## src/rtl/id_stage_pkg.sv

```systemverilog
// Shared decode definitions for the ID stage: opcodes, ALU classes,
// instruction field positions and the ID/EX control bundle.
package id_stage_pkg;

  localparam int unsigned INSTR_W = 32;
  localparam int unsigned OPC_W   = 6;

  // Primary opcodes
  localparam logic [OPC_W-1:0] OP_RTYPE = 6'h00;
  localparam logic [OPC_W-1:0] OP_J     = 6'h02;
  localparam logic [OPC_W-1:0] OP_BEQ   = 6'h04;
  localparam logic [OPC_W-1:0] OP_BNE   = 6'h05;
  localparam logic [OPC_W-1:0] OP_ADDI  = 6'h08;
  localparam logic [OPC_W-1:0] OP_LW    = 6'h23;
  localparam logic [OPC_W-1:0] OP_SW    = 6'h2B;

  // ALU class handed to EX
  localparam logic [1:0] ALU_ADD   = 2'b00;
  localparam logic [1:0] ALU_SUB   = 2'b01;
  localparam logic [1:0] ALU_FUNCT = 2'b10;

  // Instruction field bit positions
  localparam int unsigned OPC_HI  = 31;
  localparam int unsigned OPC_LO  = 26;
  localparam int unsigned RS_HI   = 25;
  localparam int unsigned RS_LO   = 21;
  localparam int unsigned RT_HI   = 20;
  localparam int unsigned RT_LO   = 16;
  localparam int unsigned RD_HI   = 15;
  localparam int unsigned RD_LO   = 11;
  localparam int unsigned IMM_HI  = 15;
  localparam int unsigned IMM_LO  = 0;
  localparam int unsigned JIDX_HI = 25;
  localparam int unsigned JIDX_LO = 0;

  // Control bundle carried in ID/EX
  typedef struct packed {
    logic       reg_write;
    logic       mem_to_reg;
    logic       mem_read;
    logic       mem_write;
    logic       alu_src;
    logic       reg_dst;
    logic [1:0] alu_op;
  } ctrl_t;

  localparam ctrl_t CTRL_NOP = '0;

endpackage

```

## src/rtl/id_stage_regfile.sv

```systemverilog
// Register file: 2**REG_AW x DATA_W, synchronous write, two asynchronous
// read ports with write-through bypass; register 0 is hardwired to zero.
// Ports: i_clk, i_rst (sync, active-high, clears all entries),
//        i_we/i_waddr/i_wdata write port, i_raddr_a/b -> o_rdata_a/b.
module id_stage_regfile
  import id_stage_pkg::*;
#(
  parameter int unsigned DATA_W = 32,
  parameter int unsigned REG_AW = 5
) (
  input  logic              i_clk,
  input  logic              i_rst,
  input  logic              i_we,
  input  logic [REG_AW-1:0] i_waddr,
  input  logic [DATA_W-1:0] i_wdata,
  input  logic [REG_AW-1:0] i_raddr_a,
  input  logic [REG_AW-1:0] i_raddr_b,
  output logic [DATA_W-1:0] o_rdata_a,
  output logic [DATA_W-1:0] o_rdata_b
);

  localparam int unsigned NREGS = 1 << REG_AW;

  logic [DATA_W-1:0] mem [NREGS];

  // Write port; writes to index 0 are dropped
  always_ff @(posedge i_clk) begin
    if (i_rst) begin
      for (int unsigned i = 0; i < NREGS; i++) begin
        mem[i] <= '0;
      end
    end else if (i_we && (i_waddr != '0)) begin
      mem[i_waddr] <= i_wdata;
    end
  end

  // Read ports with same-cycle writeback forwarding
  assign o_rdata_a = (i_raddr_a == '0)                    ? '0      :
                     (i_we && (i_waddr == i_raddr_a))     ? i_wdata :
                                                            mem[i_raddr_a];
  assign o_rdata_b = (i_raddr_b == '0)                    ? '0      :
                     (i_we && (i_waddr == i_raddr_b))     ? i_wdata :
                                                            mem[i_raddr_b];

endmodule

```

## src/rtl/id_stage.sv

```systemverilog
// Instruction Decode stage: register file, main decoder, branch/jump
// resolution in ID, load-use / branch-dependency stall, ID/EX register.
// Inputs : IF/ID pc+instruction, writeback port, EX-stage hazard info.
// Outputs: combinational redirect/stall/flush to fetch; registered ID/EX
//          operands, immediate, register indices and controls.
module id_stage
  import id_stage_pkg::*;
#(
  parameter int unsigned DATA_W = 32,
  parameter int unsigned REG_AW = 5
) (
  input  logic              i_clk,
  input  logic              i_rst,
  input  logic [DATA_W-1:0] i_next_pc,
  input  logic [DATA_W-1:0] i_data,
  input  logic              i_wb_we,
  input  logic [REG_AW-1:0] i_wb_addr,
  input  logic [DATA_W-1:0] i_wb_data,
  input  logic              i_ex_mem_read,
  input  logic              i_ex_reg_write,
  input  logic [REG_AW-1:0] i_ex_dst,
  output logic              o_PCSrc,
  output logic [DATA_W-1:0] o_branch_addr,
  output logic              o_stall,
  output logic              o_if_flush,
  output logic [DATA_W-1:0] o_pc,
  output logic [DATA_W-1:0] o_rs_data,
  output logic [DATA_W-1:0] o_rt_data,
  output logic [DATA_W-1:0] o_imm,
  output logic [REG_AW-1:0] o_rs,
  output logic [REG_AW-1:0] o_rt,
  output logic [REG_AW-1:0] o_rd,
  output logic              o_reg_write,
  output logic              o_mem_to_reg,
  output logic              o_mem_read,
  output logic              o_mem_write,
  output logic              o_alu_src,
  output logic              o_reg_dst,
  output logic [1:0]        o_alu_op
);

  logic [OPC_W-1:0]  opcode;
  logic [REG_AW-1:0] rs, rt, rd;
  logic [DATA_W-1:0] rs_data, rt_data, imm;
  logic [DATA_W-1:0] pc_plus4, br_target, j_target;
  logic              is_beq, is_bne, is_j;
  logic              ex_hit, stall, taken, redirect;
  ctrl_t             ctrl;
  ctrl_t             id_ex_ctrl;

  assign opcode = i_data[OPC_HI:OPC_LO];
  assign rs     = REG_AW'(i_data[RS_HI:RS_LO]);
  assign rt     = REG_AW'(i_data[RT_HI:RT_LO]);
  assign rd     = REG_AW'(i_data[RD_HI:RD_LO]);
  assign imm    = DATA_W'($signed(i_data[IMM_HI:IMM_LO]));

  id_stage_regfile #(
    .DATA_W(DATA_W),
    .REG_AW(REG_AW)
  ) u_regfile (
    .i_clk    (i_clk),
    .i_rst    (i_rst),
    .i_we     (i_wb_we),
    .i_waddr  (i_wb_addr),
    .i_wdata  (i_wb_data),
    .i_raddr_a(rs),
    .i_raddr_b(rt),
    .o_rdata_a(rs_data),
    .o_rdata_b(rt_data)
  );

  // Main control decoder; unknown opcodes decode as NOP
  always_comb begin
    ctrl   = CTRL_NOP;
    is_beq = 1'b0;
    is_bne = 1'b0;
    is_j   = 1'b0;
    unique case (opcode)
      OP_RTYPE: begin
        ctrl.reg_dst   = 1'b1;
        ctrl.reg_write = 1'b1;
        ctrl.alu_op    = ALU_FUNCT;
      end
      OP_LW: begin
        ctrl.alu_src    = 1'b1;
        ctrl.mem_read   = 1'b1;
        ctrl.mem_to_reg = 1'b1;
        ctrl.reg_write  = 1'b1;
      end
      OP_SW: begin
        ctrl.alu_src   = 1'b1;
        ctrl.mem_write = 1'b1;
      end
      OP_ADDI: begin
        ctrl.alu_src   = 1'b1;
        ctrl.reg_write = 1'b1;
        ctrl.alu_op    = ALU_ADD;
      end
      OP_BEQ: begin
        is_beq      = 1'b1;
        ctrl.alu_op = ALU_SUB;
      end
      OP_BNE: begin
        is_bne      = 1'b1;
        ctrl.alu_op = ALU_SUB;
      end
      OP_J: is_j = 1'b1;
      default: ;
    endcase
  end

  // Branch/jump targets
  assign pc_plus4  = i_next_pc + DATA_W'(4);
  assign br_target = pc_plus4 + (imm << 2);
  assign j_target  = {pc_plus4[DATA_W-1:DATA_W-4], i_data[JIDX_HI:JIDX_LO], 2'b00};

  // Hazards: a pending load, or any pending write feeding a branch compare
  assign ex_hit = (i_ex_dst != '0) && ((i_ex_dst == rs) || (i_ex_dst == rt));
  assign stall  = ex_hit && (i_ex_mem_read || ((is_beq || is_bne) && i_ex_reg_write));

  // Redirect only on resolved operands
  assign taken    = (is_beq && (rs_data == rt_data)) ||
                    (is_bne && (rs_data != rt_data)) || is_j;
  assign redirect = taken && !stall;

  assign o_stall       = stall;
  assign o_PCSrc       = redirect;
  assign o_if_flush    = redirect;
  assign o_branch_addr = !redirect ? '0 : (is_j ? j_target : br_target);

  // ID/EX register: bubble on reset or stall; branches/jumps enter with no controls
  always_ff @(posedge i_clk) begin
    if (i_rst || stall) begin
      o_pc       <= '0;
      o_rs_data  <= '0;
      o_rt_data  <= '0;
      o_imm      <= '0;
      o_rs       <= '0;
      o_rt       <= '0;
      o_rd       <= '0;
      id_ex_ctrl <= CTRL_NOP;
    end else begin
      o_pc       <= i_next_pc;
      o_rs_data  <= rs_data;
      o_rt_data  <= rt_data;
      o_imm      <= imm;
      o_rs       <= rs;
      o_rt       <= rt;
      o_rd       <= rd;
      id_ex_ctrl <= (is_beq || is_bne || is_j) ? CTRL_NOP : ctrl;
    end
  end

  assign o_reg_write  = id_ex_ctrl.reg_write;
  assign o_mem_to_reg = id_ex_ctrl.mem_to_reg;
  assign o_mem_read   = id_ex_ctrl.mem_read;
  assign o_mem_write  = id_ex_ctrl.mem_write;
  assign o_alu_src    = id_ex_ctrl.alu_src;
  assign o_reg_dst    = id_ex_ctrl.reg_dst;
  assign o_alu_op     = id_ex_ctrl.alu_op;

endmodule

```

## config.mk

```make
export PLATFORM = sky130hd
export DESIGN_NAME = id_stage
export DESIGN_NICKNAME = d
export VERILOG_FILES = /design/src/rtl/id_stage_pkg.sv /design/src/rtl/id_stage_regfile.sv /design/src/rtl/id_stage.sv
export SDC_FILE = /design/constraint.sdc
export NUM_CORES = 2
export LEC_CHECK = 0
export BUFFER_PORTS_ARGS = -buffer_cell sky130_fd_sc_hd__buf_2
export CAP_MARGIN = 20
export CELL_PAD_IN_SITES_DETAIL_PLACEMENT = 1
export CELL_PAD_IN_SITES_GLOBAL_PLACEMENT = 2
export CORE_MARGIN = 1
export CORE_UTILIZATION = 32
export DETAILED_ROUTE_END_ITERATION = 8
export GPL_TIMING_DRIVEN = 0
export PLACE_DENSITY_LB_ADDON = 0.1
export SLEW_MARGIN = 10
export SYNTH_ARGS = -nofsm -noshare
export SYNTH_HDL_FRONTEND = slang
export SYNTH_SLANG_ARGS = --single-unit
```

## constraint.sdc

```tcl
create_clock -name i_clk -period 9.43 [get_ports i_clk]
set_input_delay 1.886 -clock i_clk [delete_from_list [all_inputs] [get_ports i_clk]]
set_output_delay 1.886 -clock i_clk [all_outputs]
set_load 0.03 [all_outputs]
```

; ---- After elaboration in Yosys (flattened, before gate mapping)
; Memory sizes are Yosys's and may differ from the RTL's.
; Cells that the tools add are included.
[op_classes]
n_eq_ne = 12
reduce_logical = 27
mux = 23
add_sub_neg = 2
[ops]
columns = operator, count
row1 = $mux W32, 7
row2 = $add A32 B3 Y32 const B, 1
row3 = $add A32 B32 Y32, 1
row4 = $eq A32 B32 Y1, 1
row5 = $ne A32 B32 Y1, 1
row6 = $reduce_or A32 Y1, 1
row7 = $eq A5 B5 Y1, 4
row8 = $mux W1, 13
row9 = $eq A6 B3 Y1 const B, 2
row10 = $eq A6 B6 Y1 const B, 2
row11 = $logic_not A5 Y1, 2
row12 = $reduce_bool A5 Y1, 2
row13 = $logic_and A1 B1 Y1, 9
row14 = $logic_or A1 B1 Y1, 7
row15 = $eq A6 B2 Y1 const B, 1
row16 = $eq A6 B4 Y1 const B, 1
row17 = $logic_not A6 Y1, 1
row18 = $reduce_or A3 Y1, 2
row19 = $mux W5, 1
row20 = $pmux W2 S2, 1
row21 = $reduce_or A2 Y1, 2
row22 = $mux W2, 1
row23 = $logic_not A1 Y1, 1
[totals]
n_memories = 1
output_inout_bits = 186
ff_bits = 135
inputBits = 111
mem_bits_rw = 1024
[mem_list]
columns = name, depth, width, rd, rd_ports_with_merged_regs, write_ports, line
row1 = u_regfile.mem, 32, 32, 2, 0, 32, id_stage_regfile.sv:24  ; logic [DATA_W-1:0] mem [NREGS];

; ---- Depth between registers and ports, before layout
[logic_depth]
word_depth = 10
mapped_depth = 20

; ---- By module
; Synthesis repeated with hierarchy kept, for this count alone.
[unflattened]
hier_cells = 4581
area_unflattened_um2 = 61926.9
[modules_own_cells]
columns = module, area_each_um2, cells_per_inst, seq_area_each_um2, n_inst
row1 = id_stage_regfile, 55061.6, 3802, 30749.5, 1
row2 = id_stage, 6865.3, 779, 2582.5, 1

; ---- Worst setup path after synthesis
; No wires, ideal clock.
[synth_path]
path_type = input port to output port
startpoint = input i_next_pc[5]
endpoint = output o_branch_addr[31]
arrival_time_ns = 6.256
required_ns = 7.544
setup_slack_ns = 1.288
path_stages = 19
path_buffers = 0
cell_sequence = and3_1 and3_1 nand3_1 nor3_1 nand4_1 xnor2_1 ha_1 nand2_1 o21ai_0 a21o_1 a21o_1 a2111oi_0 nor3_1 o41ai_1 a21oi_1 and3b_1 a221oi_1 o2111ai_1 a21oi_1
[synth_via]
elab_chain_cells = 4
[synth_lines]
columns = element, line
row1 = from (decl), id_stage.sv:14  ; input logic [DATA_W-1:0] i_next_pc,
row2 = $add A32 B3 Y32 *, id_stage.sv:113  ; assign pc_plus4 = i_next_pc + DATA_W'(4);
row3 = $add A32 B32 Y32, id_stage.sv:114  ; assign br_target = pc_plus4 + (imm << 2);
row4 = $mux W32 * (2 in a row), id_stage.sv:129  ; assign o_branch_addr = !redirect ? '0 : (is_j ? j_target : br_target);
row5 = to (decl), id_stage.sv:23  ; output logic [DATA_W-1:0] o_branch_addr,
; Every way passes the cells marked *; elsewhere a longest branch is shown, timed or not.

; ---- Worst setup path in the final report
[layout_path]
startpoint = input i_data[24]
endpoint = output o_branch_addr[10]
[layout_via]
elab_chain_cells = 10
[layout_lines]
columns = element, line
row1 = from (decl), id_stage.sv:15  ; input logic [DATA_W-1:0] i_data,
row2 = branches (longest 8 deep; another with $mem_v2 Z32 W32), -
row3 = $logic_and A1 B1 Y1 *, id_stage.sv:124  ; assign redirect = taken && !stall;
row4 = $mux W32 *, id_stage.sv:129
; Mark *: on every way between the ends.

==> flow_summary.toml <==
[outcome]
outcome = "finished with violations"
violations = "negative setup slack"

[timing]
worst_pin_slew_ps = 1365
timing.final.crit_period_ps = 9533
period_share_pct = 101.1
timing.final.ws_setup_ps = -103.3
slew_viol_final = 0
fin_skew_ps = 22.85
rsz0062_at_grt = "yes"
max_freq_mhz = 104.9
slew_headroom_pct = 8.999
hold_viol = 0
setup_viol = 24
setup_tns_ps = -974.3

[floorplanning]
start_util_pct = 32.24
die-area_mm2 = 0.1960
ios = 297
die_x_um = 442.7
row_count = 161
core_area_mm2 = 0.1928
dieHeight_um = 442.7

[setup_path]
setup.worst_path.end_class = "primary output"
crit_slowest_cell = "nor2_1"
worst-r2r-cell-count = 6
critical_path.top_delay_family = "simple AND/OR/NAND/NOR gates"
cp_num_buf_inv = 4
critical_path.most_common_cell = "buf_2"
crit_required_ps = 7540
crit_start = "i_data[24]"
worst-path-max-fanout = 10
start_kind = "input port"
timing.rr.start = "u_regfile.mem[13][19]"
crit_type = "in2out"
path_cells = "clkbuf_2 > buf_2 > nor2_1 > nand2_1 > o22ai_1 > nor4_1 > mux2i_2 > nor4b_1 > a22oi_1 > o32a_1 > a211oi_1 > nand4_1 > mux2_4 > buf_2 > a21oi_1 > buf_2"
slowest_delay_ps = 620
arrival_ps = 7650
regToRegSetupSlack_ps = 6740
path_depth = 16

[power]
clock_power_share_pct = 39.5
ir_drop_uv = 181.7
switching_power_w = 0.004348
p_int_w = 0.009949
sequentialPowerShare_pct = 42.0
swShare_pct = 30.41
p_per_area_mw_per_mm2 = 189.2
leakagePower_nw = 27.27
combinationalPowerShare_pct = 18.5

[final_layout]
fin_cells = 7769
top_register = "u_regfile.mem"
largest_reg_flops = 1024
final_cell_mix = "and2_1, edfxtp_1, mux4_2"
fill_cells = 19863
register_area_mm2 = 0.03333
multi_input_area_mm2 = 0.02735
drive_gt1_share_pct = 28.90
nNetsFinal = 5263
postLayoutCellArea_mm2 = 0.07556
syn_to_final_growth_pct = 21.58

[place]
place_congestion = 1.030
placed_cells = 7420
hpwl_um = 274700
dpl-instance-area_mm2 = 0.06809
io_buffers = 286
dp_worst_setup_slack_ps = -2344

[yosys]
synth.distinct_cells = 86
yosys.area.top_type_share_pct = 49.48
ys_top_cells_by_area = "edfxtp_1, mux4_2, and2_1, dfxtp_1, mux2i_1"
syn_inst = 4521
synthFlopType = "edfxtp_1"
synth_edf_count = 1024
synth_area_mm2 = 0.06215
synth.largest_area_cell = "edfxtp_1"
synthArstFlopShare_pct = 0
syn_area_per_cell_um2 = 13.75
seq_area_frac_synth_pct = 53.63
synth-warning-count = 0
ys_ff_latch = 1153

[min_path]
hp-class = "reg2reg"
hold_start = "u_regfile.mem[10][28]"
hold_depth = 5

[global_routing]
overflow = 0
grt_pass1_wl_um = 481800
antenna_found_initial = 47
grt_usage_pct = 38.22
grt_max_degree = 33
grt_pass1_vias = 46839

[clocking]
cts_buffer_depth = 3
clk_latency_ps = 830
root_buffer = "clkbuf_16"
tritoncts = "built"
cts.sinks = 1153
cts_buffers = 143
htree_num_levels = 4
path_clk_slew_ps = 60
cts_hold_buf = 0

[drt]
wl_per_cell_um = 49.01
drt_pass1_iterations = 5
postRouteAntennaNets = 0
drcViolationCount = 0
drtIter0Drc = 7632
route.vias.total = 48748
viasPerCell = 6.275
drt_wl_total_um = 380700

[job]
max_cap_violations = 0
-- per-layer routing --
metal / vias up / wire (um) / global-route usage, %
met5: - / 151 / 1.074
met4: 22 / 33090 / 27.86
met3: 861 / 35650 / 8.594
met2: 3308 / 165800 / 57.04
met1: 26199 / 146100 / 48.70
li1: 18358 / - / -
-- cell families (layout without fill, tap and decap cells) --
family	Yosys count	in the layout	synth area share (%)
and+or+nand+nor	1617	1617	15.05
DFF	1153	1153	53.63
muxes	651	651	19.81
AOI/OAI and AO/OA	496	496	5.460
buffers and inverters	473	1152	3.978
xor gates and xnor gates	93	93	1.311
adders and majority gates	37	37	0.7570
other	1	44	0.006034
-- path summary, 6_finish.rpt --
kind	end
max reg2reg	o_rt_data[19]
min reg2reg	o_rs_data[28]
max	o_branch_addr[10]
min	o_rs_data[28]
-- worst reg2reg max path, cell delays in order (launching register included) --
cell	delay, ps
edfxtp_1	410
mux4_2	480
mux2i_1	580
o22ai_1	160
o221a_2	250
a21oi_1	350
nor2_1	280
-- area by class of cell --
cell class	instances	share of cell area [%]
buffer	448	4.936
clock buffer	196	5.269
sequential	1153	44.11
multi-input combinational	2927	36.19
timing repair buffer	420	4.305
inverter	22	0.1192
antenna	11	0.03643
clock inverter	66	0.8429
tap	2526	4.183
-- repair_timing --
action                     4_1_cts  5_1_grt
buffers inserted                21       56
gates cloned                     0        1
setup endpoints to repair       34       33
pin swaps                       20       17
gates resized for setup        355      160
-- per-stage QoR --
step / total power [W] / util [%] / hold WS [ps]
CTS: 0.01415 / 38.54 / 1087
finish: 0.01430 / 39.19 / 1071
global placement: 0.008415 / 34.68 / 1045
detailed placement: 0.008487 / 35.32 / 1063
floorplan: 0.007234 / - / 821.7
global route: 0.01448 / 39.18 / 1152
-- power by group through the flow --
stage	Sequential [W]	Combinational, W	Clock (W)
floorplan	0.00614	0.00109	0
global placement	0.00609	0.00232	0
detailed placement	0.00610	0.00239	0
CTS	0.00600	0.00250	0.00565
global route	0.00603	0.00263	0.00582
finish	0.00600	0.00264	0.00565
-- Yosys cell counts (13+ instances only) --
cell,number
xor2_1,35
nand3_1,67
a21oi_1,126
nor2b_1,27
dfxtp_1,129
a21o_1,22
nand4_1,17
a22oi_1,95
nand2_1,83
mux4_2,462
a221oi_1,19
and2_1,1025
nor3_1,63
a31oi_1,14
a211oi_1,28
ha_1,36
nor4_1,13
buf_2,57
o211ai_1,13
buf_4,48
inv_1,19
xnor2_1,58
a22o_1,15
buf_6,43
o22ai_1,57
clkbuf_1,281
edfxtp_1,1024
or2_2,38
o21ai_0,37
nor2_1,202
and3_1,13
mux2i_1,181
Power figures use the tool's default switching activity.
